==> src/rtl/uart_rx_os.sv <==
// uart_rx_os: oversampling UART receiver with majority-vote bit sampling.
//
// Frame: start bit, DATA_W data bits (LSB first), optional parity bit, one stop bit.
// Each bit lasts OVS sample ticks. A tick is one sysclk cycle in PSCALER. Each bit is
// decided by a 2-of-3 vote taken at ticks OVS/2-1, OVS/2 and OVS/2+1 of that bit.
//
// Ports:
//   sysclk        system clock, rising edge
//   reset         synchronous active-high reset
//   rx_i          asynchronous serial input, idle high
//   parity_en_i   parity bit present (latched at start-bit detect)
//   parity_odd_i  1 = odd parity, 0 = even (latched at start-bit detect)
//   data_o        received word, stable while valid_o
//   valid_o       word available, held until ready_i
//   ready_i       consumer accepts on valid_o & ready_i
//   parity_err_o  parity mismatch for the word on data_o
//   frame_err_o   stop bit voted 0 for the word on data_o
//   overrun_o     1-cycle pulse when a completed word is dropped
//   busy_o        receiver is inside a frame
//   break_o       line break seen (only with UART_RX_BREAK_DET_EN)
//
// Build option: define UART_RX_BREAK_DET_EN to turn all-zero frames with a zero stop
// bit into a break indication instead of a data word. Without it, break_o is tied 0.
module uart_rx_os #(
   parameter int unsigned PSCALER = 625,
   parameter int unsigned OVS     = 10,
   parameter int unsigned DATA_W  = 8
) (
   input  logic              sysclk,
   input  logic              reset,
   input  logic              rx_i,
   input  logic              parity_en_i,
   input  logic              parity_odd_i,
   output logic [DATA_W-1:0] data_o,
   output logic              valid_o,
   input  logic              ready_i,
   output logic              parity_err_o,
   output logic              frame_err_o,
   output logic              overrun_o,
   output logic              busy_o,
   output logic              break_o
);

   localparam int unsigned PW = (PSCALER > 1) ? $clog2(PSCALER) : 1;
   localparam int unsigned CW = $clog2(OVS);
   localparam int unsigned BW = $clog2(DATA_W);

   localparam logic [PW-1:0] PresLast = PW'(PSCALER - 1);
   localparam logic [CW-1:0] CntLast  = CW'(OVS - 1);
   localparam logic [CW-1:0] TapA     = CW'(OVS / 2 - 1);
   localparam logic [CW-1:0] TapB     = CW'(OVS / 2);
   localparam logic [CW-1:0] TapC     = CW'(OVS / 2 + 1);
   localparam logic [BW-1:0] BitLast  = BW'(DATA_W - 1);

   typedef enum logic [2:0] {StIdle, StStart, StData, StParity, StStop} state_e;

   state_e            state_q, state_d;
   logic              sync1_q, sync1_d, sync2_q, sync2_d;
   logic [PW-1:0]     presc_q, presc_d;
   logic [CW-1:0]     cnt_q, cnt_d;
   logic [BW-1:0]     bit_q, bit_d;
   logic [DATA_W-1:0] shift_q, shift_d;
   logic              vote_a_q, vote_a_d, vote_b_q, vote_b_d;
   logic              par_en_q, par_en_d, par_odd_q, par_odd_d;
   logic              pend_perr_q, pend_perr_d;   // parity result of the frame in flight
   logic [DATA_W-1:0] data_q, data_d;
   logic              valid_q, valid_d;
   logic              perr_q, perr_d, ferr_q, ferr_d;
   logic              ovr_q, ovr_d;

   logic              rx_s, tick, at_vote, maj, deliver, hold_idle;

   assign rx_s    = sync2_q;
   assign tick    = (presc_q == PresLast);
   assign at_vote = tick && (cnt_q == TapC);
   // Third vote is the live sample on the last tap tick.
   assign maj     = (vote_a_q & vote_b_q) | (vote_a_q & rx_s) | (vote_b_q & rx_s);

`ifdef UART_RX_BREAK_DET_EN
   logic brk_q, brk_d;
   assign hold_idle = brk_q;
   assign break_o   = brk_q;
`else
   assign hold_idle = 1'b0;
   assign break_o   = 1'b0;
`endif

   always_comb begin
      sync1_d     = rx_i;
      sync2_d     = sync1_q;
      presc_d     = tick ? '0 : presc_q + 1'b1;
      state_d     = state_q;
      cnt_d       = cnt_q;
      bit_d       = bit_q;
      shift_d     = shift_q;
      vote_a_d    = (tick && cnt_q == TapA) ? rx_s : vote_a_q;
      vote_b_d    = (tick && cnt_q == TapB) ? rx_s : vote_b_q;
      par_en_d    = par_en_q;
      par_odd_d   = par_odd_q;
      pend_perr_d = pend_perr_q;
      data_d      = data_q;
      valid_d     = valid_q;
      perr_d      = perr_q;
      ferr_d      = ferr_q;
      ovr_d       = 1'b0;
      deliver     = 1'b0;
`ifdef UART_RX_BREAK_DET_EN
      brk_d       = (brk_q && rx_s) ? 1'b0 : brk_q;
`endif

      if (valid_q && ready_i) valid_d = 1'b0;

      if (tick) begin
         if (state_q != StIdle) cnt_d = (cnt_q == CntLast) ? '0 : cnt_q + 1'b1;
         unique case (state_q)
            StIdle: begin
               if (!rx_s && !hold_idle) begin
                  state_d     = StStart;
                  cnt_d       = '0;
                  bit_d       = '0;
                  par_en_d    = parity_en_i;
                  par_odd_d   = parity_odd_i;
                  pend_perr_d = 1'b0;
               end
            end
            StStart: begin
               if (at_vote && maj) begin
                  // Start bit did not hold low through mid-bit: treat as a glitch.
                  state_d = StIdle;
                  cnt_d   = '0;
               end else if (cnt_q == CntLast) begin
                  state_d = StData;
               end
            end
            StData: begin
               if (at_vote) shift_d = {maj, shift_q[DATA_W-1:1]};
               if (cnt_q == CntLast) begin
                  if (bit_q == BitLast) state_d = par_en_q ? StParity : StStop;
                  else                  bit_d   = bit_q + 1'b1;
               end
            end
            StParity: begin
               if (at_vote) pend_perr_d = maj ^ (^shift_q) ^ par_odd_q;
               if (cnt_q == CntLast) state_d = StStop;
            end
            StStop: begin
               if (at_vote) begin
                  // Leave half a bit early so the next start edge is not missed.
                  state_d = StIdle;
                  cnt_d   = '0;
`ifdef UART_RX_BREAK_DET_EN
                  if (shift_q == '0 && !maj) brk_d   = 1'b1;
                  else                       deliver = 1'b1;
`else
                  deliver = 1'b1;
`endif
               end
            end
            default: begin
               state_d = StIdle;
               cnt_d   = '0;
            end
         endcase
      end

      if (deliver) begin
         if (valid_q && !ready_i) begin
            ovr_d = 1'b1;
         end else begin
            data_d  = shift_q;
            perr_d  = pend_perr_q;
            ferr_d  = !maj;
            valid_d = 1'b1;
         end
      end
   end

   always_ff @(posedge sysclk) begin
      if (reset) begin
         state_q     <= StIdle;
         sync1_q     <= 1'b1;
         sync2_q     <= 1'b1;
         presc_q     <= '0;
         cnt_q       <= '0;
         bit_q       <= '0;
         shift_q     <= '0;
         vote_a_q    <= 1'b0;
         vote_b_q    <= 1'b0;
         par_en_q    <= 1'b0;
         par_odd_q   <= 1'b0;
         pend_perr_q <= 1'b0;
         data_q      <= '0;
         valid_q     <= 1'b0;
         perr_q      <= 1'b0;
         ferr_q      <= 1'b0;
         ovr_q       <= 1'b0;
      end else begin
         state_q     <= state_d;
         sync1_q     <= sync1_d;
         sync2_q     <= sync2_d;
         presc_q     <= presc_d;
         cnt_q       <= cnt_d;
         bit_q       <= bit_d;
         shift_q     <= shift_d;
         vote_a_q    <= vote_a_d;
         vote_b_q    <= vote_b_d;
         par_en_q    <= par_en_d;
         par_odd_q   <= par_odd_d;
         pend_perr_q <= pend_perr_d;
         data_q      <= data_d;
         valid_q     <= valid_d;
         perr_q      <= perr_d;
         ferr_q      <= ferr_d;
         ovr_q       <= ovr_d;
      end
   end

`ifdef UART_RX_BREAK_DET_EN
   always_ff @(posedge sysclk) begin
      if (reset) brk_q <= 1'b0;
      else       brk_q <= brk_d;
   end
`endif

   assign data_o       = data_q;
   assign valid_o      = valid_q;
   assign parity_err_o = perr_q;
   assign frame_err_o  = ferr_q;
   assign overrun_o    = ovr_q;
   assign busy_o       = (state_q != StIdle);

endmodule

==> config.mk <==
export PLATFORM = sky130hd
export DESIGN_NAME = uart_rx_os
export DESIGN_NICKNAME = d
export VERILOG_FILES = /design/src/rtl/uart_rx_os.sv
export SDC_FILE = /design/constraint.sdc
export NUM_CORES = 1
export LEC_CHECK = 0
export BUFFER_PORTS_ARGS = -buffer_cell sky130_fd_sc_hd__buf_2
export CAP_MARGIN = 25
export CORE_ASPECT_RATIO = 0.9
export CORE_MARGIN = 8
export CORE_UTILIZATION = 35
export DETAILED_ROUTE_END_ITERATION = 10
export GPL_ROUTABILITY_DRIVEN = 0
export GPL_TIMING_DRIVEN = 0
export PLACE_DENSITY = 0.55
export SYNTH_ARGS = -nofsm -noshare
export SYNTH_HDL_FRONTEND = slang
export SYNTH_SLANG_ARGS = --single-unit
==> constraint.sdc <==
create_clock -name sysclk -period 2.7 [get_ports sysclk]
set_input_delay 0 -clock sysclk [delete_from_list [all_inputs] [get_ports sysclk]]
set_output_delay 0 -clock sysclk [all_outputs]
set_load 0.01 [all_outputs]
==> results of run 1 <==
cell families after synthesis:
| kind of cell | Yosys count | synth area share |
|---|---|---|
| simple gates | 109 | 0.2598 |
| buf+inv | 23 | 0.04565 |
| xor+xnor | 17 | 0.06467 |
| mux | 16 | 0.07011 |
| compound gates | 45 | 0.1190 |
| flops | 47 | 0.4087 |
| other cells | 1 | 0.001629 |
| fa+ha+maj | 6 | 0.03044 |
routing by layer:
metal | share of wire | vias to the layer above
li1 | - | 953
met1 | 0.55 | 810
met2 | 0.40 | 23
met3 | 0.036 | 7
met4 | 0.011 | 0
met5 | 0 | -
worst max-delay path, cell delays in order (launching register included):
cell and delay, ns:
dfxtp_1 0.40, inv_1 0.06, ha_1 0.19, and4bb_4 0.22
nand4_1 0.27, clkbuf_1 0.38, o21ai_0 0.20, o21ai_0 0.19
nand2_1 0.06, o21ai_0 0.12
power by group:
part           total [mW]  switching, mW  internal, mW
Sequential          0.703        0.00481         0.698
Clock               0.459          0.249         0.210
Combinational      0.0395         0.0224        0.0172
area by class of cell:
type | count | area (um2) | area share
clock buffers | 6 | 82.58 | 0.03126
repair buffers | 22 | 130.1 | 0.04927
well taps | 90 | 112.6 | 0.04263
flip-flops and latches | 47 | 940.9 | 0.3562
multi-input cells | 194 | 1256 | 0.4756
inverters | 8 | 30.03 | 0.01137
clock inverters | 2 | 13.76 | 0.005211
plain buffers | 15 | 75.07 | 0.02842
per-stage QoR:
stage / hold WS [ns] / utilization / total power [mW]
2_1_floorplan: 0.1038 / - / 0.7414
3_3_place_gp: 0.1883 / 0.3865 / 0.7544
3_5_place_dp: 0.1901 / 0.3865 / 0.7549
4_1_cts: 0.08542 / 0.4075 / 1.216
5_1_grt: 0.1102 / 0.4075 / 1.252
6_report: 0.09127 / 0.4075 / 1.201
worst min path at each step:
| stage | end | slack (ns) | startpoint | cells after the start |
|---|---|---|---|---|
| 6_report | presc_q[1] | 0.09 | reset | 3 |
| 5_1_grt | presc_q[1] | 0.11 | reset | 3 |
| 2_1_floorplan | sync1_q | 0.10 | rx_i | 1 |
| 4_1_cts | presc_q[1] | 0.09 | reset | 3 |
| 3_3_place_gp | sync1_q | 0.19 | rx_i | 2 |
| 3_5_place_dp | sync1_q | 0.19 | rx_i | 2 |
state kept, by name, indices dropped and copies added, names as in the netlist:
signal        flops
presc_q          10
data_o            8
shift_q           8
cnt_q             4
bit_q             3
state_q           3
frame_err_o       1
overrun_o         1
par_en_q          1
par_odd_q         1
parity_err_o      1
pend_perr_q       1
rx_s              1
sync1_q           1
valid_o           1
vote_a_q          1
vote_b_q          1
layout by cell type (no fill, tap or decap), types with 2 or more instances in the layout:
| cell type | instances |
|---|---|
| or3_1 | 2 |
| dlygate4sd3_1 | 4 |
| nand3_1 | 7 |
| nor4_1 | 2 |
| dfxtp_1 | 47 |
| xnor2_1 | 11 |
| nor2_2 | 2 |
| nand2_1 | 20 |
| nor2_1 | 37 |
| and2_1 | 2 |
| inv_1 | 8 |
| nand4_1 | 4 |
| clkbuf_8 | 6 |
| mux2i_1 | 15 |
| clkbuf_1 | 7 |
| nand2b_1 | 8 |
| a211oi_1 | 3 |
| maj3_1 | 2 |
| o21ai_0 | 14 |
| nor3_1 | 5 |
| and4bb_2 | 2 |
| a211oi_2 | 2 |
| or2_2 | 2 |
| a31oi_1 | 2 |
| a21oi_1 | 16 |
| a22oi_1 | 2 |
| ha_1 | 4 |
| and3_1 | 3 |
| xor2_1 | 6 |
| buf_2 | 23 |
| nor2b_1 | 3 |
repair_timing:
| action | in CTS | in global routing |
|---|---|---|
| setup buffers | 0 | 0 |
| hold buffers | 4 | 0 |
| setup endpoints to repair | 0 | 0 |
| hold endpoints to repair | 4 | 0 |
==> Implementation_results.wiki, run 1 <==
{| class="wikitable"
! Metric !! Value
|-
| Outcome || finished clean
|-
| Diodes inserted || 0
|-
| Clock root buffer || clkbuf_8
|-
| Clock skew after layout || 0.01306 ns
|-
| Critical path arrival || 2.41 ns
|-
| Synth top area share || 0.4087
|-
| Number of antenna violations at the first check in global routing || 0
|-
| Sequential fraction of the synthesis area || 0.4087
|-
| Setup repair after global routing missed its margin || false
|-
| Worst R2R End || state_q[1]
|-
| Leakage power total || 1.007 nW
|-
| Number of maximum-capacitance constraint violations || 0
|-
| Power density relative to cell area || 454.7 nW/um2
|-
| TritonCTS buffer count || 5
|-
| Site Rows || 28
|-
| Nets || 303
|-
| Setup Total Neg Slack || 0 ns
|-
| Total Die Area || 9432 um2
|-
| Crit path kind || reg -> reg
|-
| Clock slew at reported path FFs || 0.09 ns
|-
| Placement-stage cell area || 2505 um2
|-
| Synth area leaders || dfxtp_1 41%, mux2i_1 6.5%, nor2_1 6.0%
|-
| Number of remaining DRC errors || 0
|-
| Skew-Pair Late Insertion Delay || 0.31 ns
|-
| Overflow after GRT || 0
|-
| Sort of element at the end of the critical path || register
|-
| Worst setup slack for register-to-register paths || 0.52 ns
|-
| Actual transition at the worst max-transition pin || 0.5137 ns
|-
| Most frequent cells after synthesis || 47 x dfxtp_1, 37 x nor2_1, 20 x nand2_1, 16 x a21oi_1, 15 x mux2i_1
|-
| Number of synthesized flops with an enable pin || 0
|-
| Final setup violation count || 0
|-
| DRT antenna net count || 0
|-
| Clock Tree Buf Depth || 2
|-
| Via density || 4.669
|-
| FF-to-FF path depth || 9
|-
| Final hold violations || 0
|-
| Total of cells resized after clock tree synthesis || 0
|-
| Relative slew slack || 0.6547
|-
| Fill cells || 658
|-
| Total routing resource utilization after global routing || 0.1043
|-
| CTS H-tree depth || 2
|-
| Netlist area before placement || 2302 um2
|-
| F_max || 0.4585 GHz
|-
| Worst IR Drop VDD || 240.1 uV
|-
| Clk sinks || 47
|-
| Routed wire length || 4705 um
|-
| Final std cell area, no fill || 2641 um2
|-
| Placed insts || 372
|-
| I/O pin count || 20
|-
| Count of different cell masters after synthesis || 50
|-
| Synth Warn # || 0
|-
| Count of input and output buffers || 18
|-
| Fraction of registers with async set or reset after synthesis || 0
|-
| Grt met1 use || 0.1427
|-
| Most repeated cell in the gate-level netlist after synthesis || dfxtp_1
|-
| Final min period || 2.181 ns
|-
| Met3 track utilization from global routing || 0.03523
|-
| Number of standard cells after synthesis || 264
|-
| DIE HEIGHT || 92.94 um
|-
| Core ar. || 6481 um2
|-
| WL per Instance || 12.25 um
|-
| Post-synth net total || 274
|-
| Cell type with the largest total area after synthesis || dfxtp_1
|-
| Area delta synth->final || 14.73%
|-
| Worst path required time || 2.93 ns
|-
| Proportion of layout cells with a drive suffix above 1 || 0.1769
|-
| Busiest metal layer after global routing || met2
|-
| Critical Path End || state_q[1]
|-
| Die extent in x || 101.5 um
|-
| Startpoint of the worst setup timing path || presc_q[0]
|-
| Detailed-route via count || 1793
|-
| Starting DRT DRC Count || 88
|-
| Worst Slack Setup Final || 0.5190 ns
|-
| Startpoint class of the critical path || register
|-
| Count of TritonRoute iterations in the first routing pass || 4
|-
| Critical R2R Launch || presc_q[0]
|-
| CTS tree || yes
|-
| Pre-CTS worst setup slack || 0.5456 ns
|-
| Number of cells in the finished layout apart from fillers || 384
|-
| Post-DP HPWL || 3390 um
|-
| Top FF cell, synth || dfxtp_1
|-
| Pin count of the biggest net entering global routing || 16
|-
| Initial core utilization || 0.3552
|-
| Class of the tightest hold or removal check || in -> reg
|-
| Maximum fanout encountered on the critical timing path || 10
|-
| Global-route wire length before repair || 7872 um
|-
| Ratio of final minimum period to clock period || 0.8078
|-
| Max Slew Vio Count || 0
|-
| GR Layer Usage met2 || 0.1490
|-
| Vias in the first global route || 1656
|-
| Avg Synthesized Cell Area || 8.720 um2
|-
| Post-synthesis sequential element count || 47
|}
Note: power is estimated with default switching activity, not from simulation.
==> inputs of run 2 (changes only) <==
ABC_AREA = 1   (was not set)
clock period = 2.3 ns   (was 2.7 ns; I/O delays follow)
==> Implementation_results.wiki, run 2 <==
{| class="wikitable"
! Metric !! Value
|-
| WL per Instance || 11.25 um (-8.2%)
|-
| Worst Hold Launch || ready_i
|-
| Hold EP || parity_err_o
|-
| Most repeated cell in the gate-level netlist after synthesis || nand2_1
|-
| Leakage power total || 1.062 nW (+5.5%)
|-
| Number of synthesized flops with an enable pin || 0 (unchanged)
|-
| Critical path arrival || 1.98 ns (-0.43 ns)
|-
| Total routing resource utilization after global routing || 0.1097 (+0.005405)
|-
| Number of standard cells after synthesis || 315 (+19%)
|-
| Area occupied by registers || 940.9 um2 (unchanged)
|-
| Fill cells || 708 (+7.6%)
|-
| Proportion of layout cells with a drive suffix above 1 || 0.1681 (-0.008755)
|-
| Startpoint class of the critical path || register
|-
| Top FF cell, synth || dfxtp_1
|-
| Clock root buffer || clkbuf_8
|-
| Power density relative to cell area || 556.5 nW/um2 (+22%)
|-
| F_max || 0.5566 GHz (+21%)
|-
| Clock Tree Buf Depth || 2 (unchanged)
|-
| Setup Total Neg Slack || 0 ns (unchanged)
|-
| Post-synthesis sequential element count || 47 (unchanged)
|-
| Synth Warn # || 0 (unchanged)
|-
| Area delta synth->final || 15.33%
|-
| FF-to-FF path depth || 9 (unchanged)
|-
| Cell type with the largest total area after synthesis || dfxtp_1
|-
| Final min period || 1.797 ns (-0.3844 ns)
|-
| Avg Synthesized Cell Area || 7.436 um2 (-15%)
|-
| Crit path kind || reg -> reg
|-
| Starting DRT DRC Count || 81 (-8.0%)
|-
| Pre-CTS worst setup slack || 0.5003 ns (-0.04531 ns)
|-
| Count of different cell masters after synthesis || 35 (-30%)
|-
| CP most frequent cell || nand2_1
|-
| Initial core utilization || 0.3594 (+0.004235)
|-
| Site Rows || 28 (unchanged)
|-
| Top reg by flops || presc_q
|-
| Overflow after GRT || 0 (unchanged)
|-
| Via density || 4.630 (-0.84%)
|-
| Nets || 354 (+17%)
|-
| Worst setup slack for register-to-register paths || 0.50 ns (-0.02 ns)
|-
| Count of TritonRoute iterations in the first routing pass || 4 (unchanged)
|-
| Setup repair after global routing missed its margin || false
|-
| Pin count of the biggest net entering global routing || 17 (+1)
|-
| Critical path's slowest cell || dfxtp_1
|-
| Most frequent cells after synthesis || 66 x nand2_1, 47 x dfxtp_1, 34 x a21oi_1, 31 x nor2_1, 28 x nand3_1
|-
| Maximum fanout encountered on the critical timing path || 10 (unchanged)
|-
| Number of maximum-capacitance constraint violations || 0 (unchanged)
|-
| Total of cells resized after clock tree synthesis || 0 (unchanged)
|-
| I/O pin count || 20 (unchanged)
|-
| Core ar. || 6516 um2 (+0.54%)
|-
| Synth area leaders || dfxtp_1 40%, nand2_1 11%, a21oi_1 7.3%
|-
| CTS H-tree depth || 2 (unchanged)
|-
| DIE HEIGHT || 93.61 um (+0.72%)
|-
| Vias in the first global route || 1900 (+15%)
|-
| Sort of element at the end of the critical path || register
|-
| Worst Slack Setup Final || 0.5034 ns (-0.01562 ns)
|-
| Highest-count cells in the layout ignoring fill and taps || 66 x nand2_1, 47 x dfxtp_1, 34 x a21oi_1
|-
| Count of input and output buffers || 18 (unchanged)
|-
| Post-DP HPWL || 3667 um (+8.2%)
|-
| Global-route wire length before repair || 8562 um (+8.8%)
|-
| Worst R2R End || frame_err_o
|-
| Outcome || finished clean
|-
| Actual transition at the worst max-transition pin || 0.5718 ns (+0.05807 ns)
|-
| Relative slew slack || 0.6188 (-0.03586)
|-
| Detailed-route via count || 2014 (+12%)
|-
| Final setup violation count || 0 (unchanged)
|-
| Crit path cell chain || inv_1 > ha_1 > nand2_1 > nor2_2 > nand4_1 > nor2_1 > nand2_1 > nand2_1 > a21oi_1
|-
| Total Die Area || 9569 um2 (+1.4%)
|-
| Clock slew at reported path FFs || 0.10 ns (about the same)
|-
| Class of the tightest hold or removal check || in -> reg
|-
| Worst IR Drop VDD || 297.6 uV (+24%)
|-
| Clk sinks || 47 (unchanged)
|-
| Netlist area before placement || 2342 um2 (+1.7%)
|-
| Most frequent standard cell in the layout excluding fill and tap cells || nand2_1
|-
| Instance count along the most critical hold path || 5 (+2)
|-
| Number of remaining DRC errors || 0 (unchanged)
|-
| TritonCTS buffer count || 5 (unchanged)
|-
| Clock skew after layout || 0.009499 ns (-0.003563 ns)
|-
| Worst path required time || 2.48 ns (-0.45 ns)
|-
| Multi-input logic area || 1240 um2 (-1.3%)
|-
| Design Power || 1.503 mW (+25%)
|-
| Post-synth net total || 325 (+19%)
|-
| Routed wire length || 4895 um (+4.0%)
|-
| Ratio of final minimum period to clock period || 0.7811 (-0.02664)
|-
| Max Slew Vio Count || 0 (unchanged)
|-
| Fraction of registers with async set or reset after synthesis || 0 (unchanged)
|-
| Synth top area share || 0.4017 (-0.006986)
|-
| Critical R2R Launch || presc_q[0]
|-
| Sequential fraction of the synthesis area || 0.4017 (-0.006986)
|-
| Final hold violations || 0 (unchanged)
|-
| Largest incremental delay on the critical path || 0.33 ns (-0.07 ns)
|-
| Diodes inserted || 0 (unchanged)
|-
| CTS tree || yes
|-
| Largest register FFs || 10 (unchanged)
|-
| Skew-Pair Late Insertion Delay || 0.31 ns (about the same)
|-
| Die extent in x || 102.2 um (+0.73%)
|-
| DRT antenna net count || 0 (unchanged)
|-
| Number of antenna violations at the first check in global routing || 0 (unchanged)
|}
## run 2: cell types whose count changed after synthesis, moves of 6 or more
cell and delta:
nand2_1 +46, nor2_4 +7, inv_2 +6, nor2_1 -6, a21oi_1 +18, xnor2_1 -7, mux2i_1 -15, inv_1 +17
o21ai_0 -7, nand3_1 +21, nand2b_1 -8
## run 2: worst max path at each step
stage | cells past startpoint | slack [ns] | endpoint | from
after floorplan | 12 | 0.75 | state_q[0] | presc_q[0]
after global placement | 9 | 0.48 | frame_err_o | presc_q[0]
after detailed placement | 9 | 0.50 | data_o[5] | presc_q[0]
after CTS | 9 | 0.48 | frame_err_o | presc_q[0]
after global routing | 9 | 0.29 | frame_err_o | presc_q[0]
final | 9 | 0.50 | frame_err_o | presc_q[0]
## run 2: critical path, delay by kind of cell (launching register included)
family,cells,cell delay [ns]
AOI/OAI and AO/OA,1,0.06
adders and majority gates,1,0.16
buffers and inverters,1,0.07
DFF,1,0.33
and+or+nand+nor,6,1.05
## run 2: per-stage QoR
stage                     area (um2)  std cells  hold WS (ns)    util
after floorplan                 2342        315        0.1038       -
after global placement          2545        423        0.2038  0.3906
after detailed placement        2545        423        0.2085  0.3906
after CTS                       2701        435       0.09702  0.4146
after global routing            2701        435        0.1371  0.4146
final                           2701        435        0.1102  0.4146
## run 2: where the power goes
part           leakage, nW  internal (mW)  total [mW]  switching [mW]
clock network       0.0587          0.330       0.633           0.303
registers            0.379          0.819       0.824         0.00522
logic                0.624         0.0182      0.0458          0.0276
## run 2: layout make-up
cell class / count / area share
plain buffers: 8 / 0.01667
clock buffers: 5 / 0.02547
clock inverters: 3 / 0.01760
inverters: 31 / 0.04308
multi-input cells: 229 / 0.4590
flip-flops and latches: 47 / 0.3483
well taps: 90 / 0.04169
repair buffers: 22 / 0.04817
## run 2: cell families (layout without fill, tap and decap cells)
logic type / count (synthesis) / in the layout / synth area share
AOI/OAI and AO/OA: 52 / 52 / 0.1218
xor gates and xnor gates: 11 / 11 / 0.04113
adders and majority gates: 4 / 4 / 0.02137
buffers and inverters: 39 / 69 / 0.06890
DFF: 47 / 47 / 0.4017
other: 1 / 1 / 0.001601
and+or+nand+nor: 161 / 161 / 0.3435
## run 2: what timing repair did
action / in CTS / in global routing
endpoints found under the hold margin: 4 / 0
buffers inserted: 0 / 0
hold buffers: 4 / 0
## run 2: metal layers
layer / wire (um) / track usage / up-vias / part of all wire
met3: 252 / 0.02747 / 8 / 0.051
met4: 62 / 0.03663 / 0 / 0.013
met5: 0 / 0 / - / 0
met1: 2633 / 0.1505 / 886 / 0.54
li1: - / - / 1089 / -
met2: 1946 / 0.1622 / 31 / 0.40
==> inputs of run 3 (changes only) <==
clock period = 1.8 ns   (was 2.3 ns; I/O delays follow)
==> Implementation_results.wiki, run 3 (synthesized netlist as in run 2, its figures left out) <==
{| class="wikitable"
! Metric !! Value
|-
| Outcome || finished clean
|-
| Relative slew slack || 0.6091 (-0.009676)
|-
| Critical path's slowest cell || dfxtp_2
|-
| CTS H-tree depth || 2 (unchanged)
|-
| Largest register FFs || 10 (unchanged)
|-
| Number of maximum-capacitance constraint violations || 0 (unchanged)
|-
| Most frequent standard cell in the layout excluding fill and tap cells || nand2_1
|-
| Ratio of final minimum period to clock period || 0.9257 (+0.1445)
|-
| Class of the tightest hold or removal check || in -> reg
|-
| Routed wire length || 4957 um (+1.3%)
|-
| Pre-CTS worst setup slack || 0.0002957 ns (-0.5000 ns)
|-
| Starting DRT DRC Count || 78 (-3.7%)
|-
| Skew-Pair Late Insertion Delay || 0.31 ns (about the same)
|-
| Final hold violations || 0 (unchanged)
|-
| Sort of element at the end of the critical path || register
|-
| Number of cells in the finished layout apart from fillers || 440 (+1.1%)
|-
| Worst Hold Launch || ready_i
|-
| Setup Total Neg Slack || 0 ns (unchanged)
|-
| Maximum fanout encountered on the critical timing path || 8 (-2)
|-
| Worst IR Drop VDD || 380.3 uV (+28%)
|-
| Largest delay contributor family on the critical path || simple AND/OR/NAND/NOR gates
|-
| Site Rows || 28 (unchanged)
|-
| Leakage power total || 1.095 nW (+3.1%)
|-
| Number of antenna violations at the first check in global routing || 0 (unchanged)
|-
| Actual transition at the worst max-transition pin || 0.5863 ns (+0.01451 ns)
|-
| Clock root buffer || clkbuf_8
|-
| Count of TritonRoute iterations in the first routing pass || 4 (unchanged)
|-
| Instance count along the most critical hold path || 5 (unchanged)
|-
| DIE HEIGHT || 93.61 um (unchanged)
|-
| CTS tree || yes
|-
| Pin count of the biggest net entering global routing || 17 (unchanged)
|-
| Count of input and output buffers || 18 (unchanged)
|-
| Critical R2R Launch || presc_q[0]
|-
| Top reg by flops || presc_q
|-
| Crit path kind || reg -> reg
|-
| DRT antenna net count || 0 (unchanged)
|-
| Total Die Area || 9569 um2 (unchanged)
|-
| Core ar. || 6516 um2 (unchanged)
|-
| CP most frequent cell || nor2_4
|-
| Detailed-route via count || 2046 (+1.6%)
|-
| Utilization of the core after routing || 0.4274 (+0.01286)
|-
| Die extent in x || 102.2 um (unchanged)
|-
| WL per Instance || 11.27 um (+0.12%)
|-
| Vias in the first global route || 1898 (-0.11%)
|-
| Clk sinks || 47 (unchanged)
|-
| Critical path arrival || 1.91 ns (-0.07 ns)
|-
| Area delta synth->final || 18.91%
|-
| TritonCTS buffer count || 5 (unchanged)
|-
| Final min period || 1.666 ns (-0.1304 ns)
|-
| Via density || 4.650 (+0.43%)
|-
| Clock skew after layout || 0.008580 ns (-0.0009195 ns)
|-
| Largest incremental delay on the critical path || 0.34 ns (about the same)
|-
| Critical path depth in cells || 13 (+4)
|-
| Worst path required time || 2.05 ns (-0.43 ns)
|-
| Initial core utilization || 0.3594 (unchanged)
|-
| Proportion of layout cells with a drive suffix above 1 || 0.2114 (+0.04331)
|-
| Max Slew Vio Count || 0 (unchanged)
|-
| Number of remaining DRC errors || 0 (unchanged)
|-
| Placed insts || 423 (unchanged)
|-
| Final setup violation count || 0 (unchanged)
|-
| Setup repair after global routing missed its margin || true
|-
| Total routing resource utilization after global routing || 0.1097 (unchanged)
|-
| Fill cells || 704 (-0.56%)
|-
| Nets || 359 (+1.4%)
|-
| Multi-input logic area || 1282 um2 (+3.4%)
|-
| Overflow after GRT || 0 (unchanged)
|-
| Power density relative to cell area || 693.7 nW/um2 (+25%)
|-
| Bufs and invs on worst path || 2 (+1)
|-
| Highest-count cells in the layout ignoring fill and taps || 63 x nand2_1, 45 x dfxtp_1, 34 x a21oi_1
|-
| Clock slew at reported path FFs || 0.10 ns (about the same)
|-
| Startpoint class of the critical path || register
|-
| I/O pin count || 20 (unchanged)
|-
| Diodes inserted || 0 (unchanged)
|-
| Hold EP || parity_err_o
|-
| Crit path cell chain || inv_2 > ha_4 > nand2_4 > nor2_4 > nand3_4 > nor2_4 > buf_6 > nor2_4 > nor2_4 > nand3_4 > nand2_1 > nand2_1 > nor2_1
|-
| Global-route wire length before repair || 8556 um (about the same)
|-
| Worst R2R End || state_q[0]
|-
| Worst setup slack for register-to-register paths || 0.13 ns (-0.37 ns)
|-
| Area occupied by registers || 943.4 um2 (+0.27%)
|-
| Post-DP HPWL || 3667 um (unchanged)
|-
| FF-to-FF path depth || 13 (+4)
|-
| Worst Slack Setup Final || 0.1338 ns (-0.3696 ns)
|-
| F_max || 0.6002 GHz (+7.8%)
|-
| Clock Tree Buf Depth || 2 (unchanged)
|}
## run 3: timing repair
item                                    4_1_cts  5_1_grt
buffers inserted                              0        5
endpoints found under the hold margin         4        0
resized for setup                             1       14
endpoints found under the setup margin        7       31
hold buffers                                  4        0
pin swaps                                     0        5
## run 3: worst min-delay path: cells and delay by family
kind	cells	cell delay (ns)
AO/OA/AOI/OAI	1	0.06
AND/OR/NAND/NOR	2	0.21
buffers and inverters	2	0.14
## run 3: layer usage
layer	wire length [um]	global-route usage	vias to the layer above	share of wire
li1	-	-	1101	-
met1	2657	0.1505	899	0.54
met2	1992	0.1622	38	0.40
met3	244	0.02747	8	0.049
met4	62	0.03663	0	0.013
met5	0	0	-	0
## run 3: worst max path at each step
stage	start	end	slack, ns
2_1_floorplan	presc_q[0]	state_q[0]	0.25
6_report	presc_q[0]	state_q[0]	0.13
5_1_grt	presc_q[0]	state_q[1]	-0.03
4_1_cts	presc_q[0]	frame_err_o	0.01
3_5_place_dp	presc_q[0]	data_o[5]	0.0003
3_3_place_gp	presc_q[0]	frame_err_o	-0.02
## run 3: layout make-up
cell class / instances / area share
multi-input combinational: 229 / 0.4605
sequential: 47 / 0.3387
timing repair buffer: 27 / 0.06020
inverter: 31 / 0.04178
tap: 90 / 0.04043
clock buffer: 5 / 0.02471
clock inverter: 3 / 0.01707
buffer: 8 / 0.01662
## run 3: report_power, final
| part | switching [mW] | internal, mW | total [mW] |
|---|---|---|---|
| clock network | 0.387 | 0.421 | 0.808 |
| registers | 0.00729 | 1.05 | 1.05 |
| logic | 0.0399 | 0.0295 | 0.0694 |
| total | 0.434 | 1.50 | 1.93 |
## run 3: metrics by stage
stage | total power [mW] | instance area [um2] | hold WS [ns]
2_1_floorplan | 1.112 | 2342 | 0.1038
3_3_place_gp | 1.130 | 2545 | 0.2038
3_5_place_dp | 1.131 | 2545 | 0.2085
4_1_cts | 1.954 | 2704 | 0.1135
5_1_grt | 2.006 | 2785 | 0.1541
6_report | 1.932 | 2785 | 0.1325
